<file path="src/rtl/seg7_scan_driver.sv">
// Multi-digit hex 7-segment driver: double-buffered digit data with
// frame-synchronous commit, static per-digit outputs and a multiplexed scan
// output. Segments are active-low, bit0..bit6 = a..g, bit7 = decimal point.
module seg7_scan_driver #(
  parameter int DIGITS       = 8,
  parameter int SCAN_DIV     = 1000,
  parameter int BLINK_FRAMES = 64
) (
  input  logic                  clk,
  input  logic                  rst,
  input  logic                  load,
  input  logic [4*DIGITS-1:0]   data,
  input  logic [DIGITS-1:0]     dp,
  input  logic [DIGITS-1:0]     en_mask,
  input  logic [DIGITS-1:0]     blink_mask,
  input  logic                  lz_blank,
  output logic                  pending,
  output logic                  frame_tick,
  output logic [8*DIGITS-1:0]   seg_all,
  output logic [7:0]            seg_out,
  output logic [DIGITS-1:0]     dig_sel
);

  localparam int IW = (DIGITS > 1) ? $clog2(DIGITS) : 1;
  localparam int PW = (SCAN_DIV > 1) ? $clog2(SCAN_DIV) : 1;
  localparam int FW = (BLINK_FRAMES > 1) ? $clog2(BLINK_FRAMES) : 1;

  // Hex nibble to active-low pattern; bit7 carries the inverted decimal point.
  function automatic logic [7:0] decode(input logic [3:0] nib, input logic dpb);
    logic [6:0] s;
    case (nib)
      4'h0: s = 7'h40;  4'h1: s = 7'h79;  4'h2: s = 7'h24;  4'h3: s = 7'h30;
      4'h4: s = 7'h19;  4'h5: s = 7'h12;  4'h6: s = 7'h02;  4'h7: s = 7'h78;
      4'h8: s = 7'h00;  4'h9: s = 7'h10;  4'hA: s = 7'h08;  4'hB: s = 7'h03;
      4'hC: s = 7'h46;  4'hD: s = 7'h21;  4'hE: s = 7'h06;  default: s = 7'h0E;
    endcase
    return {~dpb, s};
  endfunction

  logic [PW-1:0]         presc;
  logic [IW-1:0]         idx;
  logic [FW-1:0]         fcnt;
  logic                  phase;

  logic [4*DIGITS-1:0]   pnd_data, act_data;
  logic [DIGITS-1:0]     pnd_dp, act_dp;
  logic [DIGITS-1:0]     pnd_en, act_en;
  logic [DIGITS-1:0]     pnd_blink, act_blink;
  logic                  pnd_lz, act_lz;

  logic [8*DIGITS-1:0]   eff;
  logic                  zero_run;
  logic                  presc_last;
  logic                  idx_last;

  assign presc_last = (presc == PW'(SCAN_DIV - 1));
  assign idx_last   = (idx == IW'(DIGITS - 1));

  // Scan timing: slot prescaler, digit index and the frame-wrap pulse.
  always_ff @(posedge clk) begin
    if (rst) begin
      presc      <= '0;
      idx        <= '0;
      frame_tick <= 1'b0;
    end else begin
      frame_tick <= presc_last && idx_last;
      if (presc_last) begin
        presc <= '0;
        idx   <= idx_last ? '0 : idx + 1'b1;
      end else begin
        presc <= presc + 1'b1;
      end
    end
  end

  // Blink phase flips every BLINK_FRAMES frames; starts in the on phase.
  always_ff @(posedge clk) begin
    if (rst) begin
      fcnt  <= '0;
      phase <= 1'b1;
    end else if (frame_tick) begin
      if (fcnt == FW'(BLINK_FRAMES - 1)) begin
        fcnt  <= '0;
        phase <= ~phase;
      end else begin
        fcnt <= fcnt + 1'b1;
      end
    end
  end

  // Double buffer: loads land in pending, commit only at a frame boundary.
  // A load coinciding with the boundary bypasses straight into active.
  always_ff @(posedge clk) begin
    if (rst) begin
      pending   <= 1'b0;
      pnd_data  <= '0;
      pnd_dp    <= '0;
      pnd_en    <= '0;
      pnd_blink <= '0;
      pnd_lz    <= 1'b0;
      act_data  <= '0;
      act_dp    <= '0;
      act_en    <= '0;
      act_blink <= '0;
      act_lz    <= 1'b0;
    end else if (load && frame_tick) begin
      pending   <= 1'b0;
      act_data  <= data;
      act_dp    <= dp;
      act_en    <= en_mask;
      act_blink <= blink_mask;
      act_lz    <= lz_blank;
    end else if (load) begin
      pending   <= 1'b1;
      pnd_data  <= data;
      pnd_dp    <= dp;
      pnd_en    <= en_mask;
      pnd_blink <= blink_mask;
      pnd_lz    <= lz_blank;
    end else if (frame_tick && pending) begin
      pending   <= 1'b0;
      act_data  <= pnd_data;
      act_dp    <= pnd_dp;
      act_en    <= pnd_en;
      act_blink <= pnd_blink;
      act_lz    <= pnd_lz;
    end
  end

  // Effective pattern per digit: disable, blink-off, leading-zero, decode.
  always_comb begin
    eff      = '1;
    zero_run = 1'b1;
    for (int i = DIGITS - 1; i >= 0; i--) begin
      zero_run = zero_run && (act_data[4*i +: 4] == 4'h0);
      if (!act_en[i])
        eff[8*i +: 8] = 8'hFF;
      else if (!phase && act_blink[i])
        eff[8*i +: 8] = 8'hFF;
      else if (act_lz && zero_run && (i != 0))
        eff[8*i +: 8] = 8'hFF;
      else
        eff[8*i +: 8] = decode(act_data[4*i +: 4], act_dp[i]);
    end
  end

  // Registered outputs: static buses plus the scan pair, updated together.
  always_ff @(posedge clk) begin
    if (rst) begin
      seg_all <= '1;
      seg_out <= 8'hFF;
      dig_sel <= '1;
    end else begin
      seg_all      <= eff;
      seg_out      <= eff[8*idx +: 8];
      dig_sel      <= '1;
      dig_sel[idx] <= 1'b0;
    end
  end

endmodule

</file>
<file path="config.mk">
export PLATFORM = sky130hd
export DESIGN_NAME = seg7_scan_driver
export DESIGN_NICKNAME = d
export VERILOG_FILES = /design/src/rtl/seg7_scan_driver.sv
export SDC_FILE = /design/constraint.sdc
export NUM_CORES = 1
export LEC_CHECK = 0
export ABC_AREA = 1
export CORE_AREA = 2 2 159 161
export DETAILED_ROUTE_END_ITERATION = 16
export DIE_AREA = 0 0 161 163
export HOLD_SLACK_MARGIN = 0.1
export PLACE_DENSITY_LB_ADDON = 0.15
export SYNTH_ARGS = -nofsm -noshare
export SYNTH_HDL_FRONTEND = slang
export SYNTH_SLANG_ARGS = --single-unit
</file>
<file path="constraint.sdc">
create_clock -name clk -period 2 [get_ports clk]
set_clock_uncertainty 0.05 [all_clocks]
set_input_delay 0.4 -clock clk [delete_from_list [all_inputs] [get_ports clk]]
set_output_delay 0.4 -clock clk [all_outputs]
set_load 0.03 [all_outputs]
</file>
* Word level (Yosys, flattened, before mapping)
Memories as Yosys holds them, arrays and structs flattened. A register that Yosys moved wholly into a read port is not among the register bits. Cells that the tools add are included.
Word-level totals: bits in registers 216, bits in latches 0, memory bits (writable) 0, memory bits (read-only) 896, input bits 60, output and inout bits 82, word-level logic and storage cells 148, memories kept 8
Memory list:
- (no name shown) | words 16, width 7, rd ports 1, clocked after Yosys merged registers in 1, wr ports 0, line 31 | case (nib)
- (no name shown) | words 16, width 7, rd ports 1, clocked after Yosys merged registers in 1, wr ports 0, line 31
- (no name shown) | words 16, width 7, rd ports 1, clocked after Yosys merged registers in 1, wr ports 0, line 31
- (no name shown) | words 16, width 7, rd ports 1, clocked after Yosys merged registers in 1, wr ports 0, line 31
- (no name shown) | words 16, width 7, rd ports 1, clocked after Yosys merged registers in 1, wr ports 0, line 31
- (no name shown) | words 16, width 7, rd ports 1, clocked after Yosys merged registers in 1, wr ports 0, line 31
- +2 memories
Cells by class: add/sub/neg operators 3, $mul 0, divide/modulo/power cells 0, order comparisons 2, equal/unequal tests 4, shifts and indexed selects 1, mux-type cells 60, bitwise operators 11, reductions and logical operators 40
Operator list (number):
- two-way mux 8 bit | 32
- two-way mux 32 bit | 3
- two-way mux 4 bit | 16
- indexed part select 64 x 7 -> 8 bit | 1
- zero test 4 bit | 7
- logical AND 1 bit | 25
- adder 10 x 1 -> 10 bit, second input constant | 1
- == test 10 bit, second input constant | 1
- NOT 1 bit | 10
- NOT 8 bit | 1
- adder 6 x 1 -> 6 bit, second input constant | 1
- == test 6 bit, second input constant | 1
- two-way mux 1 bit | 6
- two-way mux 6 bit | 1
- AND reduction 2 bit | 3
- less-than comparator 3 x 4 -> 1 bit, second input constant | 1
- nonzero test 2 bit | 2
- OR reduction 2 bit | 2
- adder 3 x 1 -> 3 bit, second input constant | 1
- demux 1 bit (select 3 bit) | 1
- == test 3 bit, second input constant | 1
- >= comparator 3 x 1 -> 1 bit, second input constant | 1
- two-way mux 3 bit | 1
- inequality test 2 x 1 -> 1 bit, second input constant | 1
- zero test 1 bit | 1

* Longest topological paths before layout
word-level depth 12, mapped depth 15, mapped depth without buffers 13

* Worst setup path after synthesis
OpenSTA, ideal clock, no wires.
path kind register to register, from register frame_tick, to register (tool-made name), setup time 69 ps, arrival 2241 ps, required time 1881 ps, path slack -360 ps, stages on the path, launching flop included 15, buffers on the path 3, period minus slack after synthesis 2360 ps, cells stage by stage dfxtp_1 buf_4 inv_2 nor2_8 buf_6 buf_8 o21ai_1 o21ai_1 inv_1 nor2_1 inv_1 ha_1 nand2_1 o21ai_0 o21ai_1
RTL lines:
- start, declared | line 18 | output logic frame_tick,
- start signal, assigned | line 66 | frame_tick <= presc_last && idx_last;

==> impl_summary.md <==
Yosys
The net count after synthesis is 1682. Sorting the synthesized cells by area gives the leading types as sky130_fd_sc_hd__dfxtp_1, sky130_fd_sc_hd__nand2_1, sky130_fd_sc_hd__nor2_1. Summed over all instances, the cell type with the most area after synthesis is sky130_fd_sc_hd__dfxtp_1. For this run, asynchronously set or reset flops after synthesis account for 0%. The share of the Yosys chip area taken by registers is about 45%. The cell area after technology mapping is roughly 12000 um^2.

The number of enable-type register cells in the synthesized netlist is 0. In the synthesized netlist the dominant register cell turns out to be sky130_fd_sc_hd__dfxtp_1. Synthesis inferred between 200 and 300 register bits. Of the post-synthesis cell area, the dominant cell type holds 45.23%. After synthesis, the mean cell area works out to about 7.7 um^2. The synthesized netlist contains 44 unique library cells. Synthesis handed over a netlist of approximately 1600 instances. During synthesis, Yosys emitted a total of 0 warnings.

Setup path
The setup path with the least slack is of type flip-flop to flip-flop. The required time of the worst setup path is roughly 2.4 ns. Setup slack on the worst reg-to-reg path comes out at -0.12 ns. The startpoint of the worst register-to-register path is frame_tick. The signal arrival time at the worst endpoint is 2.50 ns.

The sort of element at the end of the critical path is a flip-flop. The most critical setup path has its startpoint at frame_tick. The sort of element at the start of the critical path is a flip-flop. In this run the worst path has a maximum fanout of 6. The number of cells on the worst reg-to-reg path is 12.

Layout
In the final design database the tool counted between 1500 and 2000 nets. Fill cells in the final layout number approximately 2100. The number of diodes added for antenna fixing is 0. Cells with a size suffix above 1 make up roughly 22% of the layout.

Compared with the post-synthesis result, the final layout area differs by 36.78%.

Power and ir drop
The power consumption is ~0.012 W. The power per cell area is a little over 700 nW/um^2. IR analysis of the VDD net gives a maximum drop of ~0.70 mV.

For this design the static power due to leakage is between 7 and 8 nW.

Min path
The path class of the tightest hold or removal check is primary input to flip-flop.

Run status
The final reports fail on setup timing. The flow ran to the end, but the final reports show violations.

GRT
The number of antenna violations at the first check in global routing is 0. The pin count of the biggest net entering global routing is 35. The number of global-route vias before repair came to approximately 10000.

In the global route stage, overall resource usage came out at 24.32%. The first global-routing pass estimated 51940 um of wire. The total overflow left after global routing is 0.

Timing
Across all setup checks in the final design, the least slack found is -0.1196 ns. Setup repair after global routing could not meet its margin everywhere. For the pin with the worst max-slew slack, the measured transition is slightly above 0.8 ns. The maximum frequency from static timing analysis is 0.4718 GHz. Subtracting the final worst setup slack from the clock period gives between 2 and 2.5 ns. Measured against its own limit, the worst slew margin works out to about 46%. The final count of negative-setup-slack endpoints is 14.

The final-report hold violation count is 0. The final-report max-slew violation count is 0. The part of the cycle the worst path needs is 106.0%.

For the final routed database, the setup TNS stands at -0.5704 ns.

Drt
The final layout contains routed wiring with a total length of between 30000 and 40000 um. The via density per instance is ~5. The first TritonRoute pass finished after 5 iterations. The detailed router's first-iteration violation count is 860. The DRC violation count after routing is 0. The count of nets left with antenna violations once routing finished came out at 0. The routed layout has around 11000 vias. Dividing the detail-routed wire length by the instance count gives 14.93 um.

Floorplan
The number of top-level pins is around 140. The floorplan has 58 rows. From left edge to right edge, the die measures around 160 um. The initial utilization of the core area, before any placement, comes to about half.

After floorplanning, the core was sized to cover around 25000 um^2. The die footprint is between 20000 and 30000 um^2. The die is 163 um tall.

Clock network
The maximum root-to-sink buffer count is 3. The clock tree from TritonCTS is yes. CTS placed an instance of sky130_fd_sc_hd__clkbuf_16 at the clock tree root. The number of clock buffers inserted by TritonCTS is 29. The later-pin clock latency in the skew report is approximately 0.56 ns. The hold-fix buffer count after cts is 0. CTS built an H-tree with a depth of 1. The TritonCTS sink count is 272.

Clock-pin slew was measured on the worst setup and hold paths at approximately 0.06 ns.

Placement
The number of port buffers is between 100 and 150. The congestion estimate from routability-driven global placement came to slightly above 0.9. The post-placement setup slack is -0.7813 ns.

Once detailed placement completed, the half-perimeter wirelength came to 23850 um.

Job
Max-cap violations in this run came to 0.
## cells by family after synthesis
logic type               after synthesis  synth area share (%)
AO/OA/AOI/OAI                        311                 14.39
XOR/XNOR                               3                0.2183
adder cells (fa/ha/maj)               52                 5.405
buffers and inverters                211                 7.629
flip-flops                           272                 45.23
AND/OR/NAND/NOR                      721                 27.13
## through the flow
stage / instance area (um^2) / hold slack, ns / instances / util (%)
6_report: 16470 / 0.3580 / 2205 / 66.73
5_1_grt: 16470 / 0.3564 / 2205 / 66.73
4_1_cts: 15790 / 0.3387 / 2188 / 63.99
3_5_place_dp: 14800 / 0.3657 / 2134 / 59.98
3_3_place_gp: 14800 / 0.3640 / 2134 / 59.98
2_1_floorplan: 12070 / 0.3412 / 1570 / -
## cells in the mapped netlist (2+ instances only)
library cell / n
sky130_fd_sc_hd__a21oi_1: 64
sky130_fd_sc_hd__a21oi_2: 2
sky130_fd_sc_hd__and3_1: 2
sky130_fd_sc_hd__buf_2: 23
sky130_fd_sc_hd__buf_4: 6
sky130_fd_sc_hd__buf_6: 8
sky130_fd_sc_hd__clkbuf_1: 32
sky130_fd_sc_hd__dfxtp_1: 272
sky130_fd_sc_hd__ha_1: 52
sky130_fd_sc_hd__inv_1: 111
sky130_fd_sc_hd__inv_2: 26
sky130_fd_sc_hd__nand2_1: 299
sky130_fd_sc_hd__nand2_2: 10
sky130_fd_sc_hd__nand2_4: 4
sky130_fd_sc_hd__nand3_1: 136
sky130_fd_sc_hd__nand3_2: 10
sky130_fd_sc_hd__nand4_1: 3
sky130_fd_sc_hd__nand4_2: 2
sky130_fd_sc_hd__nor2_1: 199
sky130_fd_sc_hd__nor2_2: 13
sky130_fd_sc_hd__nor2_4: 3
sky130_fd_sc_hd__nor2_8: 6
sky130_fd_sc_hd__nor3_1: 17
sky130_fd_sc_hd__nor3_4: 2
sky130_fd_sc_hd__nor4_1: 2
sky130_fd_sc_hd__o211ai_1: 3
sky130_fd_sc_hd__o211ai_2: 3
sky130_fd_sc_hd__o21a_1: 6
sky130_fd_sc_hd__o21ai_0: 123
sky130_fd_sc_hd__o21ai_1: 53
sky130_fd_sc_hd__o21ai_2: 20
sky130_fd_sc_hd__o22ai_1: 36
sky130_fd_sc_hd__or2_0: 2
sky130_fd_sc_hd__or2_2: 9
sky130_fd_sc_hd__xor2_1: 2
## how the worst min path moves through the flow
stage / start / endpoint / slack, ns / cells after the start
floorplan: act_dp[0] / seg_all[7] / 0.34 / 1
global placement: flip-flop / seg_all[4] / 0.36 / 2
detailed placement: flip-flop / seg_all[0] / 0.37 / 2
CTS: data[2] / pnd_data[2] / 0.34 / 3
global route: rst / act_data[25] / 0.36 / 3
finish: data[2] / pnd_data[2] / 0.36 / 3
## power by group
group          total [W]  leakage [nW]  internal [W]  switching [W]
sequential       0.00555          2.21       0.00550      0.0000410
combinational   0.000578          4.42      0.000246       0.000332
clock            0.00554         0.490       0.00333        0.00221
## what timing repair did
| action | CTS | global route |
|---|---|---|
| hold endpoints to repair | 0 | 0 |
| pin swaps | 1 | 17 |
| resized for setup | 15 | 177 |
| buffers inserted | 0 | 16 |
| cloned | 0 | 1 |
| setup endpoints to repair | 55 | 108 |
## critical path: stages, from the launching register on
cell                      delay [ns]
sky130_fd_sc_hd__dfxtp_4        0.42
sky130_fd_sc_hd__inv_6          0.05
sky130_fd_sc_hd__nor2_8         0.19
sky130_fd_sc_hd__buf_6          0.14
sky130_fd_sc_hd__buf_6          0.10
sky130_fd_sc_hd__nor2_4         0.04
sky130_fd_sc_hd__nor3_4         0.31
sky130_fd_sc_hd__inv_2          0.11
sky130_fd_sc_hd__ha_4           0.19
sky130_fd_sc_hd__inv_2          0.06
sky130_fd_sc_hd__nor2_2         0.04
sky130_fd_sc_hd__o21ai_1        0.16
sky130_fd_sc_hd__nand3_1        0.10
## area by class of cell
| class | count | area (um^2) | share of cell area, % |
|---|---|---|---|
| well taps | 330 | 412.9 | 2.508 |
| clock buffers | 39 | 803.3 | 4.878 |
| clock inverters | 15 | 185.2 | 1.125 |
| repair buffers | 322 | 3015 | 18.31 |
| inverters | 140 | 555.5 | 3.374 |
| multi-input cells | 1087 | 6043 | 36.70 |
| flip-flops and latches | 272 | 5450 | 33.10 |
## cells in the final DEF, fill, tap and decap left out, types with 8 or more instances in the layout
master	Yosys	layout
sky130_fd_sc_hd__or2_2	9	9
sky130_fd_sc_hd__dlymetal6s2s_1	0	52
sky130_fd_sc_hd__ha_1	52	38
sky130_fd_sc_hd__dlygate4sd2_1	0	12
sky130_fd_sc_hd__buf_4	6	166
sky130_fd_sc_hd__o21ai_1	53	67
sky130_fd_sc_hd__dfxtp_1	272	270
sky130_fd_sc_hd__nor2_4	3	13
sky130_fd_sc_hd__nand2_1	299	284
sky130_fd_sc_hd__nor2_1	199	194
sky130_fd_sc_hd__o21ai_0	123	103
sky130_fd_sc_hd__nand3_1	136	127
sky130_fd_sc_hd__o22ai_1	36	36
sky130_fd_sc_hd__clkdlybuf4s50_1	0	76
sky130_fd_sc_hd__clkinv_2	1	8
sky130_fd_sc_hd__nor3_1	17	16
sky130_fd_sc_hd__inv_1	111	91
sky130_fd_sc_hd__nor2_2	13	8
sky130_fd_sc_hd__clkbuf_16	0	30
sky130_fd_sc_hd__a21oi_1	64	62
sky130_fd_sc_hd__inv_4	1	8
sky130_fd_sc_hd__inv_2	26	38
sky130_fd_sc_hd__nand2_2	10	22
sky130_fd_sc_hd__nand3_2	10	13
sky130_fd_sc_hd__o21ai_2	20	24
## layer usage
metal / vias up / routed length [um] / GRT usage, %
met5: - / 0 / 0
met1: 5162 / 14890 / 32.73
met2: 348 / 15410 / 40.91
met3: 44 / 1888 / 3.361
li1: 5686 / - / -
met4: 0 / 729 / 7.062
No activity file was read; power rests on OpenSTA's default activity.
